===== config.mk =====
export PLATFORM = sky130hd
export DESIGN_NAME = inst_fetch_unit
export DESIGN_NICKNAME = d
export VERILOG_FILES = /design/src/rtl/inst_fetch_unit.sv
export SDC_FILE = /design/constraint.sdc
export NUM_CORES = 1
export LEC_CHECK = 0
export ABC_CLOCK_PERIOD_IN_PS = 2300
export CAP_MARGIN = 20
export CORE_ASPECT_RATIO = 1.75
export CORE_MARGIN = 10
export CORE_UTILIZATION = 39
export DETAILED_ROUTE_END_ITERATION = 16
export PLACE_DENSITY = 0.76
export SLEW_MARGIN = 25
export SYNTH_ARGS = -nofsm -noshare
export SYNTH_HDL_FRONTEND = slang
export SYNTH_SLANG_ARGS = --single-unit

===== constraint.sdc =====
create_clock -name clk -period 2.3 [get_ports clk]
set_clock_uncertainty 0.15 [all_clocks]
set_input_delay 0.46 -clock clk [delete_from_list [all_inputs] [get_ports clk]]
set_output_delay 0.46 -clock clk [all_outputs]
set_load 0.01 [all_outputs]

===== src/rtl/inst_fetch_unit.sv =====
// Instruction fetch stage: owns the PC, reads the instruction ROM and
// presents one registered instruction per cycle to decode.
module inst_fetch_unit #(
    parameter logic [31:0] RESET_PC  = 32'h0000_0000,
    parameter int          ROM_DEPTH = 1024
) (
    input  logic        clk,
    input  logic        reset,
    input  logic        fetch_en,
    output logic [31:0] inst_read_addr,
    input  logic [31:0] inst_code,
    output logic        if_valid,
    input  logic        if_ready,
    output logic [31:0] if_inst,
    output logic [31:0] if_pc,
    output logic [31:0] if_pc_plus4,
    input  logic        redirect_valid,
    input  logic [31:0] redirect_target,
    input  logic        redirect_is_jalr,
    output logic        fault,
    output logic [31:0] fault_pc
);

    typedef enum logic [1:0] {
        IDLE,
        RUN,
        FAULT
    } state_t;

    localparam logic [31:0] NOP      = 32'h0000_0013;
    localparam logic [32:0] PC_LIMIT = 33'(ROM_DEPTH) * 33'd4;

    state_t      state;
    logic [31:0] pc;
    logic [31:0] target;
    logic        target_ok;
    logic        pc_ok;
    logic        slot_free;

    assign inst_read_addr = pc;

    // Widen to 33 bits so the range check cannot wrap near 2^32.
    always_comb begin
        target    = redirect_target & ~{31'b0, redirect_is_jalr};
        target_ok = (target[1:0] == 2'b00) && ({1'b0, target} < PC_LIMIT);
        pc_ok     = (pc[1:0] == 2'b00) && ({1'b0, pc} < PC_LIMIT);
        slot_free = !if_valid || if_ready;
    end

    always_ff @(posedge clk) begin
        if (!reset) begin
            state       <= IDLE;
            pc          <= RESET_PC;
            if_valid    <= 1'b0;
            if_inst     <= NOP;
            if_pc       <= 32'h0000_0000;
            if_pc_plus4 <= 32'h0000_0004;
            fault       <= 1'b0;
            fault_pc    <= 32'h0000_0000;
        end else begin
            unique case (state)
                IDLE: begin
                    if (fetch_en) begin
                        state <= RUN;
                    end
                end
                RUN: begin
                    if (redirect_valid) begin
                        if_valid <= 1'b0;
                        if (target_ok) begin
                            pc <= target;
                        end else begin
                            state    <= FAULT;
                            fault    <= 1'b1;
                            fault_pc <= target;
                        end
                    end else if (slot_free) begin
                        if (pc_ok) begin
                            if_inst     <= inst_code;
                            if_pc       <= pc;
                            if_pc_plus4 <= pc + 32'd4;
                            if_valid    <= 1'b1;
                            pc          <= pc + 32'd4;
                        end else begin
                            state    <= FAULT;
                            fault    <= 1'b1;
                            fault_pc <= pc;
                            if_valid <= 1'b0;
                        end
                    end
                end
                FAULT: begin
                    // A leftover instruction may still drain to decode.
                    if (if_valid && if_ready) begin
                        if_valid <= 1'b0;
                    end
                end
                default: state <= IDLE;
            endcase
        end
    end

endmodule


; After elaboration in Yosys (flattened, before gate mapping)
; Cells that the tools add are included.
[classes]
reduce_logical = 16
mux = 23
eq_ne = 10
magnitude_cmp = 2
n_addsub = 1
bitwise_logic = 4
[op_table]
columns = operator, count
row1 = $mux 32, 8
row2 = $lt 32x13->1 const B, 2
row3 = $add 32x3->32 const B, 1
row4 = $and 32x32->32, 1
row5 = $not 1->32, 1
row6 = $reduce_and 4->1, 3
row7 = $mux 2, 5
row8 = $ne 3x3->1 const B, 3
row9 = $mux 1, 8
row10 = $ne 2x2->1 const B, 4
row11 = $logic_not 2->1, 3
row12 = $pmux 2 s3, 1
row13 = $reduce_bool 2->1, 3
row14 = $reduce_and 5->1, 1
row15 = $logic_and 1x1->1, 3
row16 = $reduce_and 3->1, 1
row17 = $eq 2x1->1 const B, 1
row18 = $eq 2x2->1 const B, 1
row19 = $ne 2x1->1 const B, 1
row20 = $not 1->1, 2
row21 = $pmux 1 s2, 1
row22 = $logic_not 1->1, 1
row23 = $logic_or 1x1->1, 1
[totals]
input_bits = 70
wordCells = 64
regBits = 164

; Depth between registers and ports, before layout
; Gate-level depths: netlist of run 1.
[logic_depth]
word_depth = 7
ltp_mapped = 8
depth_no_buf = 6

; Worst setup path after synthesis of run 1
; Ideal clock, no wire load.
[synth_timing]
path_kind = in2reg
startpoint = in redirect_target[24]
endpoint = reg pc[7], in the netlist inst_read_addr[7]
slack_ns = 0.050
arrival_ns = 2.005
cell_stages = 6
path_buffers = 1
setup_time_ns = 0.096
path_cell_list = or4_4 -> nor4_4 -> a22oi_2 -> or2_4 -> buf_6 -> o41ai_2
[synth_via]
elab_chain_len = 5
[synth_lines]
columns = element, line
row1 = from (decl), 18  ; input logic [31:0] redirect_target,
row2 = $and 32x32->32, 44  ; target = redirect_target & ~{31'b0, redirect_is_jalr};
row3 = $lt 32x13->1, 45  ; target_ok = (target[1:0] == 2'b00) && ({1'b0, target} < PC_LIMIT);
row4 = $logic_and 1x1->1, 45
row5 = $ne 2x1->1 (no line), -
row6 = $reduce_and 4->1 (no line), -
row7 = to (signal assigned), 71  ; pc <= target;
row8 = to (signal assigned), 83  ; pc <= pc + 32'd4;
row9 = to (decl), 34  ; logic [31:0] pc;
; No other way between the ends.
; A chain may end at the register's enable or synchronous reset.

; Worst setup path after layout of run 1
[layout_timing]
startpoint = reg pc[31], in the netlist inst_read_addr[31]
endpoint = reg if_pc[24]
[layout_via]
elab_chain_len = 3
[layout_lines]
columns = element, line
row1 = $lt 32x13->1, 46  ; pc_ok = (pc[1:0] == 2'b00) && ({1'b0, pc} < PC_LIMIT);
row2 = $logic_and 1x1->1, 46
row3 = $reduce_and 4->1 (no line), -
row4 = to (signal assigned), 80  ; if_pc <= pc;
row5 = to (decl), 15  ; output logic [31:0] if_pc,
; No other way between the ends.

==> results of run 1 <==
## cell families after synthesis
kind of cell | synth area share, %
mux | 4.187
flops | 54.26
xor+xnor | 1.172
compound gates | 13.57
fa+ha+maj | 0.2093
buf+inv | 4.731
simple gates | 21.88
## critical path, stage by stage, from the launching register on
cell	delay, ns
dfxtp_1	0.32
nor4_2	0.27
buf_4	0.15
nand4_1	0.19
or4_4	0.65
buf_12	0.21
and3_1	0.20
## through the flow
stage                     setup slack (ns)  setup TNS (ns)  hold slack (ns)  instances
after floorplan                    0.04969               0           0.3105        650
after global placement             -0.4415          -45.32           0.2906       1073
after detailed placement           -0.4655          -49.99           0.2953       1073
after CTS                          0.02048               0           0.3037       1106
after global routing              -0.05504          -1.347           0.3191       1112
final                              0.04460               0           0.3023       1112
## flip-flops by register name, indices dropped and copies added (netlist names)
signal          flops
fault_pc           32
if_inst            32
if_pc              32
inst_read_addr     32
if_pc_plus4        30
state               2
fault               1
if_valid            1
## how the worst min path moves through the flow
stage	startpoint	to	slack (ns)	depth (start not counted)
6_report	if_pc[8]	if_pc[8]	0.30	2
5_1_grt	if_inst[10]	if_inst[10]	0.32	2
2_1_floorplan	state[0]	state[0]	0.31	1
4_1_cts	if_inst[28]	if_inst[28]	0.30	2
3_3_place_gp	if_inst[11]	if_inst[11]	0.29	2
3_5_place_dp	if_inst[24]	if_inst[24]	0.30	2
## area by class of cell
| cell class | instances | share of cell area, % |
|---|---|---|
| Sequential cell | 162 | 33.57 |
| Timing Repair Buffer | 307 | 31.40 |
| Multi-Input combinational cell | 425 | 26.64 |
| Clock buffer | 20 | 4.518 |
| Tap cell | 183 | 2.369 |
| Clock inverter | 11 | 1.346 |
| Inverter | 4 | 0.1553 |
## what timing repair did
action | in CTS | in global routing
pin swaps | 3 | 8
cloned | 2 | 3
setup endpoints to repair | 95 | 132
hold buffers | 0 | 0
buffers inserted | 0 | 3
gates resized for setup | 6 | 23
## per-layer routing
metal | global-route usage, % | share of wire, % | vias to the layer above
met5 | 0 | 0 | -
met4 | 5.505 | 2.7 | 0
met3 | 5.784 | 6.9 | 32
met2 | 32.58 | 53 | 196
met1 | 19.19 | 37 | 2565
li1 | - | - | 2807
## power by group
part / leakage (nW) / internal (W) / switching [W]
Sequential: 1.31 / 0.00291 / 0.0000582
Combinational: 2.28 / 0.000481 / 0.000438
Clock: 0.264 / 0.00160 / 0.00114
## cell usage in the layout (no fill, tap or decap), drive strengths merged, types with 5 or more instances in the layout
master           n
a21oi           41
buf             76
a211oi          32
a311oi           6
nor2            57
inv              7
o311ai           5
o21ai            8
dlymetal6s2s     5
a2111oi          5
nor3             6
clkdlybuf4s50  224
xnor2            8
mux2i           25
and3            62
nor4            10
dfxtp          162
clkbuf          22
nand3            7
nand2          110
==> results by group, run 1 <==
Synth
  – Primary FF master, synth: dfxtp_1
  – Gate Count Post-Synth: 650
  – Post-synth top cells: dfxtp_1 (162), nand2_1 (110), and3_1 (62)
  – Syn_nets: 721
  – EDFF count, synth: 0
  – Top-count cell post-synth: dfxtp_1
  – Cell Area, Synth: 0.005977 sq mm
  – Syn_area_per_cell: 9.195 sq um
  – Yosys reg bits: 162
  – Top post-synthesis cells by area: dfxtp_1 (54%), nand2_1 (6.9%), and3_1 (6.5%)
  – Synth cell types: 47
  – Synth area leader: dfxtp_1
  – Post-synth top area share: 54.26%
  – Post-synth ARST share: 0%
  – Synth warnings: 0
  – Seq/Total Area, Yosys: 54.26%

STA
  – Slew Limit Fails: 0
  – RSZ-0062 raised after global routing: true
  – Highest clock rate: 443.4 MHz
  – Final setup fails: 0
  – Final Hold Viols: 0
  – Crit share post-route: 98.06%
  – Measured slew at the worst slew-check pin: 0.5655 ns
  – Min cycle time layout: 2.255 ns
  – Max_slew headroom: 62.30%

Setup path
  – Worst Path Required: 2.45 ns
  – Beginning of the critical path: inst_read_addr[31]
  – Reg2Reg Depth: 6
  – Startpoint types: flop
  – Reg-to-reg slack, setup: 0.04 ns
  – Critical path fanouts, max: 44
  – CP endpoint: if_pc[24]
  – CP Class: flop to flop
  – CP Data Arrival Time: 2.41 ns
  – Reg2Reg Launch Point: inst_read_addr[31]
  – Reg-to-reg endpoint: if_pc[24]
  – Crit path capture type: flop

Routing
  – Vias/cell: 5.036
  – ANT nets after route: 0
  – Per-cell routed wire length: 17.89 um
  – Drc violations: 0
  – Total Wirelength: 19.89 mm
  – Drt first pass iters: 4
  – Vias post-DR: 5600
  – Initial drt markers: 343

Layout
  – Fin nets: 988
  – Fill cell count: 1258
  – Antenna Cells: 0
  – Multi-input gate area: 0.002575 sq mm
  – Core Util, Final: 64.50%
  – Register area: 0.003244 sq mm
  – Ratio of cells with drive above 1 in the final layout: 14.85%
  – Area growth syn-to-layout: 61.71%
  – Fin area: 0.009666 sq mm

Clock tree
  – CTS H-tree lvls: 4
  – Clk slew on worst S/H paths: 0.06 ns
  – Max Root-Sink Buffers: 2
  – Num CTS Buffers: 17
  – CTS Root Cell: clkbuf_16
  – Worst-skew pair later-pin latency: 0.41 ns
  – # clock sinks: 162
  – CTS tree: yes

Power and ir drop
  – P_leak: 3.855 nW
  – Worst VDD drop: 0.0005093 V
  – PD cells: 685.5 mW/mm^2
  – Pwr Total: 0.006626 W

Place
  – GPL Wtd Cong: 0.7879
  – PortBufs: 231
  – DP HPWL: 14.22 mm
  – Placed inst area: 0.008874 sq mm

Run status
  – Status: finished clean

GRT
  – Vias in the first global route: 5563
  – Initial antenna violation count: 0
  – Total GRT Usage: 18.02%
  – Pin count of the biggest net entering global routing: 45
  – Grt ovf: 0
  – First-pass GRT wire length: 30.37 mm

Job
  – Max-cap violations: 0

Floorplan
  – Row Count: 59
  – Core Area: 0.01499 sq mm
  – Die Wd: 113.6 um
  – Initial Util: 39.88%
  – Die Y: 183.8 um
  – Boundary Pins: 232
  – DIE AREA: 0.02087 sq mm

Worst hold path
  – Worst min path class: flop to flop
(Power assumes the default switching activity.)
==> run 2, diff against run 1 <==
--- a/config.mk
+++ b/config.mk
@@ -6,10 +6,11 @@
 export NUM_CORES = 1
 export LEC_CHECK = 0
 export ABC_CLOCK_PERIOD_IN_PS = 2300
-export CAP_MARGIN = 20
+export CAP_MARGIN = 10
 export CORE_ASPECT_RATIO = 1.75
 export CORE_MARGIN = 10
 export CORE_UTILIZATION = 39
+export CTS_BUF_LIST = sky130_fd_sc_hd__clkbuf_16
 export DETAILED_ROUTE_END_ITERATION = 16
 export PLACE_DENSITY = 0.76
 export SLEW_MARGIN = 25
==> run 2 against run 1 <==
Compared with the run above: clock power about the same; first-iteration DRC count shrank 0.58%; maximum frequency barely moved; combinational power is essentially flat; worst setup slack about the same; critical path depth did not move; sequential share of layout area is the same; power fell by 0.21%; global-route usage about the same; sequential power about the same; critical endpoint unchanged; largest cell class unchanged.
==> results by group, run 2 (synthesized netlist as in run 1, its figures left out) <==
Routing
  – Max Used Layer: met4
  – Drc violations: 0 (unchanged)
  – Per-cell routed wire length: 17.87 um (-0.12%)
  – ANT nets after route: 0 (unchanged)
  – Drt first pass iters: 4 (unchanged)
  – M1 WL: 7.462 mm (+0.24%)
  – Vias/cell: 5.031 (-0.11%)
  – Met2 wire len: 10.57 mm (+0.19%)
  – Initial drt markers: 341 (-0.58%)
  – WL met3: 1.310 mm (-4.1%)
  – Total Wirelength: 19.87 mm (-0.12%)
  – Vias post-DR: 5594 (-0.11%)

Layout
  – Antenna Cells: 0 (unchanged)
  – Fill cell count: 1258 (unchanged)
  – Area growth syn-to-layout: 61.71% (unchanged)
  – Ratio of cells with drive above 1 in the final layout: 14.85% (unchanged)
  – Core Util, Final: 64.50% (unchanged)
  – Multi-input gate area: 0.002575 sq mm (unchanged)
  – Fin nets: 988 (unchanged)
  – Register area: 0.003244 sq mm (unchanged)
  – Most frequent cells in the layout: clkdlybuf4s50_1 (224), dfxtp_1 (161), nand2_1 (110)
  – Commonest non-fill, non-tap cell in the layout: clkdlybuf4s50_1

STA
  – Slew Limit Fails: 0 (unchanged)
  – Max_slew headroom: 63.04% (+0.73 points)
  – Final Hold Viols: 0 (unchanged)
  – Min cycle time layout: 2.255 ns (-0.0002113 ns)
  – Highest clock rate: 443.4 MHz (about the same)
  – Measured slew at the worst slew-check pin: 0.5545 ns (-0.01099 ns)
  – RSZ-0062 raised after global routing: true
  – Worst hold slack: 0.3014 ns (-0.0009020 ns)
  – Crit share post-route: 98.05% (about the same)
  – Final setup fails: 0 (unchanged)

Floorplan
  – Initial Util: 39.88% (unchanged)
  – Row Count: 59 (unchanged)
  – Die Wd: 113.6 um (unchanged)
  – Core Area: 0.01499 sq mm (unchanged)
  – Die Y: 183.8 um (unchanged)
  – Boundary Pins: 232 (unchanged)
  – DIE AREA: 0.02087 sq mm (unchanged)

Clock tree
  – # clock sinks: 162 (unchanged)
  – Clk slew on worst S/H paths: 0.06 ns (about the same)
  – CTS H-tree lvls: 4 (unchanged)
  – Num CTS Buffers: 17 (unchanged)
  – Max Root-Sink Buffers: 2 (unchanged)
  – Worst-skew pair later-pin latency: 0.41 ns (about the same)
  – CTS Root Cell: clkbuf_16
  – CTS tree: yes

GRT
  – Total GRT Usage: 18.01% (about the same)
  – First-pass GRT wire length: 30.36 mm (about the same)
  – Vias in the first global route: 5562 (-0.018%)
  – Grt ovf: 0 (unchanged)
  – Pin count of the biggest net entering global routing: 45 (unchanged)
  – Initial antenna violation count: 0 (unchanged)

Place
  – PortBufs: 231 (unchanged)
  – DP HPWL: 14.22 mm (unchanged)
  – GPL Wtd Cong: 0.7879 (unchanged)

Setup path
  – CP Data Arrival Time: 2.41 ns (about the same)
  – CP Class: flop to flop
  – Crit path capture type: flop
  – Startpoint types: flop
  – Reg2Reg Depth: 6 (unchanged)
  – Worst Path Required: 2.45 ns (about the same)
  – Critical path fanouts, max: 44 (unchanged)

Power and ir drop
  – P_leak: 3.867 nW (+0.32%)
  – PD cells: 684.1 mW/mm^2 (-0.21%)
  – Worst VDD drop: 0.0005091 V (about the same)

Job
  – Max-cap violations: 0 (unchanged)

Worst hold path
  – Worst min path class: flop to flop
  – Hold path depth: 2 (unchanged)

Run status
  – Status: finished clean
run 2: changes by cell type in the layout (fill, tap and decap cells not counted), sizes merged:
cell	change
clkbuf	-3
inv	+3
run 2: where the power goes:
part           internal, W  leakage [nW]  switching [W]
logic             0.000481          2.28       0.000438
registers          0.00291          1.31      0.0000581
clock network      0.00159         0.276        0.00114
run 2: final timing paths:
check | start | endpoint | slack [ns]
max | inst_read_addr[31] | if_pc[24] | 0.04
min | if_pc[8] | if_pc[8] | 0.30
max reg2reg | inst_read_addr[31] | if_pc[24] | 0.04
min reg2reg | if_pc[8] | if_pc[8] | 0.30
run 2: cell type report:
type                            instances  area share [%]
Clock inverter                         14           1.463
Clock buffer                           17           4.401
Multi-Input combinational cell        425           26.64
Timing Repair Buffer                  307           31.40
Sequential cell                       162           33.57
Inverter                                4          0.1553
Tap cell                              183           2.369
run 2: critical path, cell delays in order (launching register included):
cell and delay [ns]:
dfxtp_1 0.32, nor4_2 0.27, buf_4 0.15, nand4_1 0.19, or4_4 0.65, buf_12 0.21, and3_1 0.20
run 2: repair_timing:
| item | in CTS | in global routing |
|---|---|---|
| buffers inserted | 0 | 3 |
| cloned | 2 | 3 |
| resized for setup | 6 | 23 |
| endpoints found under the hold margin | 0 | 0 |
| pin swaps | 3 | 8 |
| hold buffers | 0 | 0 |
| setup endpoints to repair | 95 | 133 |
run 2: stage by stage:
stage               instances  setup slack, ns  setup TNS [ns]  instance area (sq um)  total power, W
floorplan                 650          0.04969               0                   5977        0.003396
global route             1112         -0.05504          -1.355                   9666        0.006873
CTS                      1106          0.02048               0                   9490        0.006635
global placement         1073          -0.4415          -45.32                   8874        0.003880
finish                   1112          0.04481               0                   9666        0.006612
detailed placement       1073          -0.4655          -49.99                   8874        0.003892
run 2: metal layers:
layer / track usage (%) / up-vias
li1: - / 2804
met4: 5.505 / 0
met5: 0 / -
met3: 5.784 / 30
met1: 19.15 / 2571
met2: 32.61 / 189
